## src/rtl/mul_dot_accumulator.sv

```systemverilog
// Dot-product accumulator behind a signed add-shift multiplier.
// It sums LEN products and hands the result off through a valid/ack handshake.
// Define MUL_DOT_ACC_SAT_EN to saturate the accumulator on overflow; otherwise it wraps.
module mul_dot_accumulator #(
    parameter int P      = 8,
    parameter int ACC_W  = 9,
    parameter int LEN    = 4,
    parameter int logLEN = 3
) (
    input  logic              clk,
    input  logic              rst,
    input  logic              clr,
    input  logic [P-1:0]      prod_in,
    input  logic              prod_valid,
    input  logic              acc_ack,
    output logic              in_ready,
    output logic [ACC_W-1:0]  acc_out,
    output logic              acc_valid,
    output logic              acc_ovf,
    output logic              drop,
    output logic [logLEN-1:0] cnt
);

    typedef enum logic [1:0] {StIdle, StAccum, StFull} state_e;

    localparam logic [ACC_W-1:0] AccMax = {1'b0, {(ACC_W-1){1'b1}}};
    localparam logic [ACC_W-1:0] AccMin = {1'b1, {(ACC_W-1){1'b0}}};
    localparam logic [logLEN-1:0] LenCnt = logLEN'(LEN);

    state_e            state_q, state_d;
    logic [ACC_W-1:0]  acc_q, acc_d;
    logic [logLEN-1:0] cnt_q, cnt_d;
    logic              ovf_acc_q, ovf_acc_d;
    logic [ACC_W-1:0]  acc_out_q, acc_out_d;
    logic              acc_valid_q, acc_valid_d;
    logic              acc_ovf_q, acc_ovf_d;
    logic              drop_q, drop_d;
    logic              prod_valid_q;

    logic              prod_edge;
    logic [ACC_W-1:0]  prod_ext;
    logic [ACC_W-1:0]  sum_raw;
    logic [ACC_W-1:0]  sum;
    logic              ovf_this;
    logic [logLEN-1:0] cnt_inc;
    logic              group_done;

    assign prod_edge = prod_valid & ~prod_valid_q;
    assign prod_ext  = ACC_W'($signed(prod_in));
    assign sum_raw   = acc_q + prod_ext;
    assign ovf_this  = (acc_q[ACC_W-1] == prod_ext[ACC_W-1]) &&
                       (sum_raw[ACC_W-1] != acc_q[ACC_W-1]);
    assign cnt_inc   = cnt_q + 1'b1;
    assign group_done = (cnt_inc == LenCnt);

    // Both operands share a sign on overflow, so the accumulator's sign picks the clamp rail.
    always_comb begin
        sum = sum_raw;
`ifdef MUL_DOT_ACC_SAT_EN
        if (ovf_this) begin
            sum = acc_q[ACC_W-1] ? AccMin : AccMax;
        end
`endif
    end

    always_comb begin
        state_d     = state_q;
        acc_d       = acc_q;
        cnt_d       = cnt_q;
        ovf_acc_d   = ovf_acc_q;
        acc_out_d   = acc_out_q;
        acc_valid_d = acc_valid_q;
        acc_ovf_d   = acc_ovf_q;
        drop_d      = drop_q;

        if (clr) begin
            state_d     = StIdle;
            acc_d       = '0;
            cnt_d       = '0;
            ovf_acc_d   = 1'b0;
            acc_valid_d = 1'b0;
            drop_d      = 1'b0;
        end else begin
            case (state_q)
                // acc is always zero in StIdle, so sum equals the sign-extended product there.
                StIdle, StAccum: begin
                    if (prod_edge) begin
                        if (group_done) begin
                            acc_out_d   = sum;
                            acc_ovf_d   = ovf_acc_q | ovf_this;
                            acc_valid_d = 1'b1;
                            acc_d       = '0;
                            cnt_d       = '0;
                            ovf_acc_d   = 1'b0;
                            state_d     = StFull;
                        end else begin
                            acc_d     = sum;
                            cnt_d     = cnt_inc;
                            ovf_acc_d = ovf_acc_q | ovf_this;
                            state_d   = StAccum;
                        end
                    end
                end
                StFull: begin
                    if (prod_edge) begin
                        drop_d = 1'b1;
                    end
                    if (acc_ack) begin
                        acc_valid_d = 1'b0;
                        state_d     = StIdle;
                    end
                end
                default: begin
                    state_d = StIdle;
                end
            endcase
        end
    end

    always_ff @(posedge clk) begin
        if (rst) begin
            state_q      <= StIdle;
            acc_q        <= '0;
            cnt_q        <= '0;
            ovf_acc_q    <= 1'b0;
            acc_out_q    <= '0;
            acc_valid_q  <= 1'b0;
            acc_ovf_q    <= 1'b0;
            drop_q       <= 1'b0;
            // A done level that is already high when reset is released must not count as an edge.
            prod_valid_q <= 1'b1;
        end else begin
            state_q      <= state_d;
            acc_q        <= acc_d;
            cnt_q        <= cnt_d;
            ovf_acc_q    <= ovf_acc_d;
            acc_out_q    <= acc_out_d;
            acc_valid_q  <= acc_valid_d;
            acc_ovf_q    <= acc_ovf_d;
            drop_q       <= drop_d;
            prod_valid_q <= prod_valid;
        end
    end

    assign in_ready  = (state_q != StFull);
    assign acc_out   = acc_out_q;
    assign acc_valid = acc_valid_q;
    assign acc_ovf   = acc_ovf_q;
    assign drop      = drop_q;
    assign cnt       = cnt_q;

endmodule

```

## config.mk

```make
export PLATFORM = sky130hd
export DESIGN_NAME = mul_dot_accumulator
export DESIGN_NICKNAME = d
export VERILOG_FILES = /design/src/rtl/mul_dot_accumulator.sv
export SDC_FILE = /design/constraint.sdc
export NUM_CORES = 1
export LEC_CHECK = 0
export CAP_MARGIN = 10
export CORE_AREA = 3 3 67 69
export DETAILED_ROUTE_END_ITERATION = 12
export DIE_AREA = 0 0 70 72
export PLACE_DENSITY = 0.71
export SETUP_SLACK_MARGIN = 0.1
export SLEW_MARGIN = 20
export SYNTH_ARGS = -nofsm -noshare
export SYNTH_HDL_FRONTEND = slang
export SYNTH_SLANG_ARGS = --single-unit
```

## constraint.sdc

```tcl
create_clock -name clk -period 2.3 [get_ports clk]
set_clock_uncertainty 0.05 [all_clocks]
set_input_delay 0.23 -clock clk [delete_from_list [all_inputs] [get_ports clk]]
set_output_delay 0.23 -clock clk [all_outputs]
set_load 0.03 [all_outputs]
```

==> flow_summary.json <==
{
  "grt_first_pass_wirelength_um": 6458,
  "cp.arrival_ns": 2.30,
  "synth-seq-cells": 28,
  "max_stage_delay_ns": 0.47,
  "rows": 23,
  "required_ns": 2.47,
  "ant_nets": 0,
  "end_kind": "register",
  "cts.clk_slew.worst_paths_ns": 0.10,
  "wl_um": 3852,
  "fp.coreArea_um2": 3971,
  "worstSkewPairLatency_ns": 0.28,
  "grt_pass1_vias": 1459,
  "path_max_fanout": 4,
  "cts.sinks": 28,
  "path_class": "in2reg",
  "power_mw": 1.024,
  "nFillCells": 398,
  "avgSynthCellArea_um2": 8.146,
  "worstMarginPinSlew_ns": 0.3676,
  "dp_hpwl_um": 2873,
  "synthCells": 190,
  "min_path_type": "reg2reg",
  "synth-async-reset-ratio": 0,
  "start_util": 0.3897,
  "synthDistinctLibCells": 43,
  "setup_viol": 0,
  "die_x_um": 70,
  "drt_first_pass_iters": 4,
  "drtIter0Drc": 38,
  "via_per_inst": 5.167,
  "crit_chain": "clkdlybuf4s50_1 -> ha_2 -> inv_1 -> fa_2 -> nand2b_4 -> a21oi_4 -> o41ai_4 -> or4_1 -> a31oi_1",
  "run_status": "complete, no violations",
  "layout.nets": 263,
  "rsz0062_at_grt": "yes",
  "ir_worst_vdd_mv": 0.3124,
  "drv_slew": 0,
  "dp.cells": 282,
  "dpl_cell_area_um2": 2021,
  "h-tree-depth": 1,
  "synth.area.top_cells": "dfxtp_1, ha_1, a21oi_1",
  "timing.fmax_ghz": 0.4680,
  "numCtsBuffers": 3,
  "synth_edf_count": 0,
  "yosys_warnings": 0,
  "hold_violations": 0,
  "synth_top_area_share": 0.3622,
  "drv_cap": 0,
  "wl_per_cell_um": 13.42,
  "num_vias": 1483,
  "io_pins": 29,
  "crit_family": "simple AND/OR/NAND/NOR gates",
  "dp_slack_ns": -0.2809,
  "grt_usage": 0.1546,
  "p_leak_nw": 0.8570,
  "cts.path.max_buffers": 2,
  "synth_common_cells": "dfxtp_1, a21oi_1, nand2_1, nor2_1, inv_1",
  "finalInstanceArea_um2": 2145,
  "grt_remaining_overflow": 0,
  "ys.flop_type": "dfxtp_1",
  "drive_gt1_frac": 0.1477,
  "synth_most_common_cell": "dfxtp_1",
  "antenna_found_initial": 0,
  "grt_max_degree": 17,
  "die_area_um2": 5040,
  "path_buf_inv": 2,
  "setup.worst_path.start_class": "primary input",
  "min_period_over_period": 0.9291,
  "root_buffer": "clkbuf_8",
  "relSlewSlack": 0.7486,
  "syn_nets": 215,
  "worst_slack_ns": 0.1632,
  "gp_congestion": 0.8690,
  "drcViolationCount": 0,
  "cts_tree": "built",
  "final_cells": 287,
  "antenna-diode-count": 0,
  "fp.dieH_um": 72,
  "area_growth_pct": 38.56,
  "powerDensity_nw_per_um2": 477.4,
  "cp_slowest_cell": "clkdlybuf4s50_1",
  "seq_area_frac_synth": 0.3622,
  "port_buffers": 28,
  "netlist_area_um2": 1548,
  "holdBufCountCts": 0,
  "yosysTopAreaCell": "dfxtp_1",
  "min_period_ns": 2.137
}
## path summary, 6_finish.rpt
path | start | to | slack (ns) | depth (start not counted)
setup / recovery | prod_in[0] | acc_out[8]$_SDFFE_PP0P_ | 0.16 | 9
hold / removal | acc_valid$_SDFFE_PP0P_ | acc_valid$_SDFFE_PP0P_ | 0.41 | 2
setup reg to reg | acc_q[0]$_SDFFE_PP0P_ | acc_out[8]$_SDFFE_PP0P_ | 0.25 | 8
hold reg to reg | acc_valid$_SDFFE_PP0P_ | acc_valid$_SDFFE_PP0P_ | 0.41 | 2
## stage by stage
stage                     hold slack (ns)  setup TNS, ns    util
after global placement             0.3913         -1.233  0.5088
after detailed placement           0.3959         -1.377  0.5088
after CTS                          0.4100              0  0.5331
after global routing               0.4304              0  0.5400
final                              0.4080              0  0.5400
after floorplan                    0.2866              0       -
## power by group
group	total [mW]	switching [mW]	internal, mW
Combinational	0.136	0.0670	0.0690
Clock	0.396	0.163	0.233
Sequential	0.492	0.00300	0.489
## state kept, by name, indices dropped and copies added, names as in the netlist
signal,cells
prod_valid_q,1
drop,1
ovf_acc_q,1
state_q,2
acc_q,9
acc_out,9
acc_ovf,1
acc_valid,1
cnt,3
## timing repair
action	in CTS	in global routing
pin swaps	0	5
resized for setup	4	3
setup buffers	0	1
endpoints found under the setup margin	4	5
endpoints found under the hold margin	0	0
## cell usage in the layout (no fill, tap or decap), drive strengths merged, types with 2 or more instances in the layout
cell / synthesis / final
inv: 12 / 12
buf: 1 / 22
nor3: 6 / 6
or3: 3 / 3
a21oi: 20 / 20
a311oi: 2 / 2
ha: 11 / 11
a21o: 4 / 4
and2: 5 / 5
nor2b: 2 / 2
and3: 2 / 2
nand3: 5 / 5
nor2: 13 / 13
a211oi: 4 / 4
a32oi: 2 / 2
or2: 3 / 3
a31oi: 3 / 3
o41ai: 2 / 2
nand2: 19 / 19
nand2b: 5 / 5
dfxtp: 28 / 28
o21ai: 10 / 10
clkdlybuf4s50: 0 / 28
or4: 2 / 2
clkbuf: 6 / 3
a211o: 2 / 2
o211ai: 2 / 2
o21a: 4 / 4
## metal layers
| layer | GRT usage | share of wire | vias to the layer above |
|---|---|---|---|
| met5 | 0 | 0 | - |
| met4 | 0.04681 | 0.017 | 0 |
| li1 | - | - | 776 |
| met1 | 0.2041 | 0.48 | 669 |
| met3 | 0.01524 | 0.032 | 6 |
| met2 | 0.2686 | 0.47 | 32 |
## logic make-up after synthesis
| logic type | share of synthesized area |
|---|---|
| AND/OR/NAND/NOR | 0.2264 |
| buffers and inverters | 0.04688 |
| adder cells (fa/ha/maj) | 0.1019 |
| XOR/XNOR | 0.005660 |
| flip-flops | 0.3622 |
| multiplexers | 0.006468 |
| AO/OA/AOI/OAI | 0.2506 |
## worst min-delay path, stage by stage (launching register included)
cell     delay [ns]
dfxtp_1        0.32
nand2_1        0.05
a21oi_1        0.05
## final cells by class
| class | count | area, µm² | share of cell area |
|---|---|---|---|
| Clock buffer | 3 | 41.29 | 0.01925 |
| Clock inverter | 1 | 30.03 | 0.01400 |
| Timing Repair Buffer | 50 | 445.4 | 0.2077 |
| Inverter | 12 | 45.04 | 0.02100 |
| Sequential cell | 28 | 560.5 | 0.2614 |
| Multi-Input combinational cell | 143 | 959.7 | 0.4475 |
| Tap cell | 50 | 62.56 | 0.02917 |
Note: power is estimated with default switching activity, not from simulation.
